**src/rtl/bp_cacc_fwd_initiator.sv**
```systemverilog
// Host-side CSR initiator: turns one simple command into a single-beat uncached BedRock mem_fwd
// and returns the aligned mem_rev data. Optional response timeout: define BP_CACC_FWD_TIMEOUT_EN.
module bp_cacc_fwd_initiator #(
    parameter int paddr_width_p    = 40,
    parameter int did_width_p      = 1,
    parameter int lce_id_width_p   = 4,
    parameter int data_width_p     = 64,
    parameter int timeout_cycles_p = 1024,
    localparam int mem_fwd_header_width_lp = 11 + paddr_width_p + lce_id_width_p + did_width_p,
    localparam int mem_rev_header_width_lp = mem_fwd_header_width_lp
) (
    input  logic                               clk_i,
    input  logic                               reset_i,
    input  logic [lce_id_width_p-1:0]          lce_id_i,
    input  logic [did_width_p-1:0]             did_i,
    input  logic                               cmd_v_i,
    output logic                               cmd_ready_and_o,
    input  logic                               cmd_we_i,
    input  logic [paddr_width_p-1:0]           cmd_addr_i,
    input  logic [1:0]                         cmd_size_i,
    input  logic [data_width_p-1:0]            cmd_data_i,
    output logic [mem_fwd_header_width_lp-1:0] mem_fwd_header_o,
    output logic [data_width_p-1:0]            mem_fwd_data_o,
    output logic                               mem_fwd_v_o,
    input  logic                               mem_fwd_ready_and_i,
    input  logic [mem_rev_header_width_lp-1:0] mem_rev_header_i,
    input  logic [data_width_p-1:0]            mem_rev_data_i,
    input  logic                               mem_rev_v_i,
    output logic                               mem_rev_ready_and_o,
    output logic                               resp_v_o,
    input  logic                               resp_ready_and_i,
    output logic [data_width_p-1:0]            resp_data_o,
    output logic                               resp_err_o,
    output logic                               unexpected_o
);

    localparam logic [3:0] e_bedrock_mem_uc_rd = 4'd2;
    localparam logic [3:0] e_bedrock_mem_uc_wr = 4'd3;
    localparam logic [3:0] e_bedrock_store     = 4'd0;

    typedef struct packed {
        logic [did_width_p-1:0]    did;
        logic [lce_id_width_p-1:0] lce_id;
        logic [2:0]                size;
        logic [paddr_width_p-1:0]  addr;
        logic [3:0]                subop;
        logic [3:0]                msg_type;
    } bedrock_mem_header_s;

    typedef enum logic [1:0] {e_ready, e_send, e_wait, e_resp} state_e;

    state_e state_r, state_n;

    logic                      we_r;
    logic [paddr_width_p-1:0]  addr_r;
    logic [1:0]                size_r;
    logic [data_width_p-1:0]   wdata_r;
    logic [data_width_p-1:0]   resp_data_r;
    logic                      resp_err_r;
    logic                      unexpected_r;

    bedrock_mem_header_s       fwd_header, rev_header;
    logic [3:0]                sent_msg_type;
    logic [data_width_p-1:0]   rev_shifted, size_mask, fwd_data;
    logic                      rev_mismatch;
    logic                      timeout_hit;
    logic                      unused_rev_bits;

    always_ff @(posedge clk_i or posedge reset_i) begin
        if (reset_i) begin
            state_r <= e_ready;
        end else begin
            state_r <= state_n;
        end
    end

    always_comb begin
        state_n = state_r;
        unique case (state_r)
            e_ready: if (cmd_v_i)                    state_n = e_send;
            e_send:  if (mem_fwd_ready_and_i)        state_n = e_wait;
            e_wait:  if (mem_rev_v_i || timeout_hit) state_n = e_resp;
            e_resp:  if (resp_ready_and_i)           state_n = e_ready;
            default:                                 state_n = e_ready;
        endcase
    end

    always_comb begin
        cmd_ready_and_o = 1'b0;
        mem_fwd_v_o     = 1'b0;
        resp_v_o        = 1'b0;
        unique case (state_r)
            e_ready: cmd_ready_and_o = ~reset_i;
            e_send:  mem_fwd_v_o     = 1'b1;
            e_resp:  resp_v_o        = 1'b1;
            default: ;
        endcase
    end

    // Outside e_wait the rev channel stays ready so strays are drained instead of blocking the responder
    assign mem_rev_ready_and_o = 1'b1;

    assign sent_msg_type = we_r ? e_bedrock_mem_uc_wr : e_bedrock_mem_uc_rd;

    always_comb begin
        fwd_header          = '0;
        fwd_header.msg_type = sent_msg_type;
        fwd_header.subop    = e_bedrock_store;
        fwd_header.addr     = addr_r;
        fwd_header.size     = {1'b0, size_r};
        fwd_header.lce_id   = lce_id_i;
        fwd_header.did      = did_i;
    end

    assign mem_fwd_header_o = fwd_header;

    always_comb begin
        fwd_data = '0;
        unique case (size_r)
            2'd0:    fwd_data = {(data_width_p/8){wdata_r[7:0]}};
            2'd1:    fwd_data = {(data_width_p/16){wdata_r[15:0]}};
            2'd2:    fwd_data = {(data_width_p/32){wdata_r[31:0]}};
            default: fwd_data = {(data_width_p/64){wdata_r[63:0]}};
        endcase
    end

    assign mem_fwd_data_o = we_r ? fwd_data : '0;

    assign rev_header      = mem_rev_header_i;
    assign rev_mismatch    = (rev_header.msg_type != sent_msg_type) | (rev_header.addr != addr_r);
    assign unused_rev_bits = ^{rev_header.subop, rev_header.size, rev_header.lce_id, rev_header.did};

    assign rev_shifted = mem_rev_data_i >> {addr_r[2:0], 3'b000};

    always_comb begin
        size_mask = '1;
        unique case (size_r)
            2'd0:    size_mask = data_width_p'(8'hFF);
            2'd1:    size_mask = data_width_p'(16'hFFFF);
            2'd2:    size_mask = data_width_p'(32'hFFFF_FFFF);
            default: size_mask = '1;
        endcase
    end

`ifdef BP_CACC_FWD_TIMEOUT_EN
    localparam int cnt_width_lp = (timeout_cycles_p > 1) ? $clog2(timeout_cycles_p) : 1;

    logic [cnt_width_lp-1:0] wait_cnt_r;

    // Counter sits at zero outside e_wait, so it is already cleared on entry
    always_ff @(posedge clk_i or posedge reset_i) begin
        if (reset_i) begin
            wait_cnt_r <= '0;
        end else if (state_r != e_wait) begin
            wait_cnt_r <= '0;
        end else begin
            wait_cnt_r <= wait_cnt_r + cnt_width_lp'(1);
        end
    end

    assign timeout_hit = (state_r == e_wait) && !mem_rev_v_i
                         && (wait_cnt_r == cnt_width_lp'(timeout_cycles_p - 1));
`else
    localparam int unused_timeout_lp = timeout_cycles_p;

    assign timeout_hit = 1'b0;
`endif

    always_ff @(posedge clk_i or posedge reset_i) begin
        if (reset_i) begin
            we_r        <= 1'b0;
            addr_r      <= '0;
            size_r      <= '0;
            wdata_r     <= '0;
            resp_data_r <= '0;
            resp_err_r  <= 1'b0;
        end else begin
            if (state_r == e_ready && cmd_v_i) begin
                we_r    <= cmd_we_i;
                addr_r  <= cmd_addr_i;
                size_r  <= cmd_size_i;
                wdata_r <= cmd_data_i;
            end
            if (state_r == e_wait) begin
                if (mem_rev_v_i) begin
                    resp_data_r <= we_r ? '0 : (rev_shifted & size_mask);
                    resp_err_r  <= rev_mismatch;
                end else if (timeout_hit) begin
                    resp_data_r <= '0;
                    resp_err_r  <= 1'b1;
                end
            end
        end
    end

    always_ff @(posedge clk_i or posedge reset_i) begin
        if (reset_i) begin
            unexpected_r <= 1'b0;
        end else if (mem_rev_v_i && state_r != e_wait) begin
            unexpected_r <= 1'b1;
        end
    end

    assign resp_data_o  = resp_data_r;
    assign resp_err_o   = resp_err_r;
    assign unexpected_o = unexpected_r;

endmodule
```
**config.mk**
```make
export PLATFORM = sky130hd
export DESIGN_NAME = bp_cacc_fwd_initiator
export DESIGN_NICKNAME = d
export VERILOG_FILES = /design/src/rtl/bp_cacc_fwd_initiator.sv
export SDC_FILE = /design/constraint.sdc
export NUM_CORES = 1
export LEC_CHECK = 0
export CAP_MARGIN = 20
export CORE_MARGIN = 5
export CORE_UTILIZATION = 40
export DETAILED_ROUTE_END_ITERATION = 7
export GPL_TIMING_DRIVEN = 0
export PLACE_DENSITY = 0.76
export SKIP_LAST_GASP = 1
export SLEW_MARGIN = 20
export SYNTH_ARGS = -nofsm -noshare
export SYNTH_HDL_FRONTEND = slang
export SYNTH_SLANG_ARGS = --single-unit
export TNS_END_PERCENT = 30
```
**constraint.sdc**
```tcl
create_clock -name clk_i -period 7.8 [get_ports clk_i]
set_input_delay 1.56 -clock clk_i [delete_from_list [all_inputs] [get_ports clk_i]]
set_output_delay 1.56 -clock clk_i [all_outputs]
set_load 0.05 [all_outputs]
```
==> impl_metrics.json <==
{
  "outcome": "finished clean",
  "fill_cells": 1970,
  "worstPathArrival_ns": 3.20,
  "hold_ws_ns": 0.462,
  "clk_latency_ns": 0.43,
  "crit_fanout": 10,
  "cts_resized": 0,
  "synthTopCellsByArea": "dfrtp_1 (45%), mux2_2 (14%), mux2i_1 (7.5%), nand2_1 (3.3%), xor2_1 (3.0%)",
  "critPathKind": "flop to primary output",
  "dp_slack_ns": 3.19,
  "grt_usage": 0.284,
  "slowest_stage": "clkdlybuf4s50_1",
  "avgSynthCellArea_sq_um": 11.0,
  "place_area_sq_um": 14100,
  "gp_congestion": 0.952,
  "wl_met1_um": 14900,
  "dieWidth_um": 165,
  "finalClockSkew_ns": 0.0147,
  "utilization": 0.622,
  "antenna_found_initial": 2,
  "htreeDepth": 4,
  "rsz0062_at_grt": "no",
  "totalWireLength_um": 39600,
  "crit_chain": "buf_2 -> nor2_1 -> clkbuf_1 -> nand2_1 -> a21boi_0 -> clkdlybuf4s50_1",
  "async_flop_share": 1.00,
  "drt_iter0_drc": 760,
  "clock_path_buffers": 2,
  "slew_headroom": 0.432,
  "initial_core_util": 0.408,
  "ant_nets": 0,
  "highest_layer": "met5",
  "post_cts_buffers": 0,
  "power_density_nw_per_um2": 492,
  "synthCells": 874,
  "synthToLayoutAreaGrowth_pct": 52.5,
  "peakVddDrop_mv": 0.353,
  "numCtsBuffers": 17,
  "core.rowCount": 56,
  "avgViaCountPerCell": 5.44,
  "design_area_sq_um": 14700,
  "hold_path.class": "flop to flop",
  "worstMarginPinSlew_ns": 0.852,
  "synth_most_common_cell": "dfrtp_1",
  "synthFlopType": "dfrtp_1",
  "slew_violations": 0,
  "tns_ns": 0,
  "synth.cell_area_sq_um": 9630,
  "synth_cell_types": 39,
  "finalNetCount": 1544,
  "cts_tree": "yes",
  "path_buf_inv": 3,
  "grt_pass1_wl_um": 57900,
  "dr_wl_met2_um": 19400,
  "hold_violations": 0,
  "dp_hpwl_um": 31000,
  "setup_viol": 0,
  "top_level_ports": 428,
  "worstSetupStartpointType": "flop",
  "yosys.area.top_type": "dfrtp_1",
  "synth_top_area_share": 0.455,
  "cts.sinks": 175,
  "port_buffers": 401,
  "wl_per_cell_um": 24.2,
  "cts-root-buf": "clkbuf_16",
  "overflow": 0,
  "synth-seq-area-share": 0.455,
  "crit_required_ns": 6.24,
  "first_global_vias": 9496,
  "synth_edf_count": 0,
  "core_sq_um": 23600,
  "ys_warn_count": 0,
  "grt_max_degree": 94,
  "dr.pass1.iters": 8,
  "wl_met3_um": 4050,
  "drv_cap": 0,
  "endpoint_kind": "primary output",
  "die_area_sq_um": 27300,
  "post-route-min-period_ns": 4.76,
  "die_h_um": 165,
  "vias": 8899,
  "finalCritPeriodShare": 0.610,
  "crit_family": "buffers and inverters",
  "synth.ff_latch_count": 175,
  "clk_pin_slew_worst_paths_ns": 0.07,
  "max_stage_delay_ns": 0.89,
  "layout-drive-gt1-share": 0.160,
  "fin_ws_ns": 3.04,
  "fmax_mhz": 210,
  "drc": 0,
  "p_leak_uw": 0.00619,
  "yosys-top-cells-count": "dfrtp_1 (175), mux2_2 (123), nand2_1 (84)",
  "ctsHoldBuffers": 0
}
## cells by family after synthesis
group / after synthesis / synth area share
simple gates: 162 / 0.0816
compound gates: 192 / 0.134
buf+inv: 94 / 0.0482
other cells: 2 / 0.000780
flops: 175 / 0.455
xor+xnor: 42 / 0.0382
fa+ha+maj: 4 / 0.00520
mux: 203 / 0.237
## worst paths after layout
check / start / endpoint / slack, ns / cells after the start
max: size_r[0] / mem_fwd_data_o[10] / 3.04 / 6
min in group asynchronous: reset_i / addr_r[8] / 1.62 / 2
max in group asynchronous: reset_i / resp_data_o[16] / 5.29 / 3
min: unexpected_o / unexpected_o / 0.46 / 1
min reg2reg: unexpected_o / unexpected_o / 0.46 / 1
max reg2reg: state_r[0] / size_r[0] / 5.47 / 5
## per-layer routing
layer,track usage,vias to the layer above
met5,0,-
met4,0.105,2
met3,0.0898,89
met2,0.488,488
met1,0.332,4345
li1,-,3975
## stage by stage
stage | total power (uW) | std cells
after floorplan | 4680 | 881
after global placement | 6290 | 1601
after detailed placement | 6330 | 1602
after CTS | 7220 | 1633
after global routing | 7550 | 1634
final | 7220 | 1635
## state kept, by name, indices dropped and copies added, names as in the netlist
name / cells
addr_r: 40
state_r: 2
resp_err_o: 1
we_r: 1
wdata_r: 64
size_r: 2
unexpected_o: 1
resp_data_o: 64
## cells in the final DEF (no fill, tap or decap), types with 8 or more instances in the layout
cell type	n
a211oi_1	24
a21boi_0	16
a21oi_1	42
a222oi_1	8
a22o_1	24
a32o_1	8
and2_1	8
buf_1	11
buf_2	17
buf_4	24
clkbuf_1	29
clkbuf_16	17
clkdlybuf4s50_1	401
conb_1	9
dfrtp_1	175
inv_1	14
mux2_2	123
mux2i_1	72
mux4_2	8
nand2_1	84
nor2_1	19
nor2b_1	26
nor4_1	8
o211a_1	8
o21ai_0	51
o22ai_1	9
xnor2_1	9
xor2_1	33
## cell type report
type	instances	area, sq um	area share
repair buffers	402	4040	0.275
well taps	319	399	0.0272
flip-flops and latches	175	4380	0.298
plain buffers	79	408	0.0278
multi-input cells	612	4810	0.328
clock inverters	11	131	0.00895
inverters	15	63.8	0.00434
clock buffers	20	447	0.0304
diodes	2	5.00	0.000341
## report_power, final
group          switching, uW  internal [uW]  total, uW
Combinational           2970           1730       4700
Clock                    383            484        867
Sequential               372           1280       1660
No activity file was read; power rests on OpenSTA's default activity.
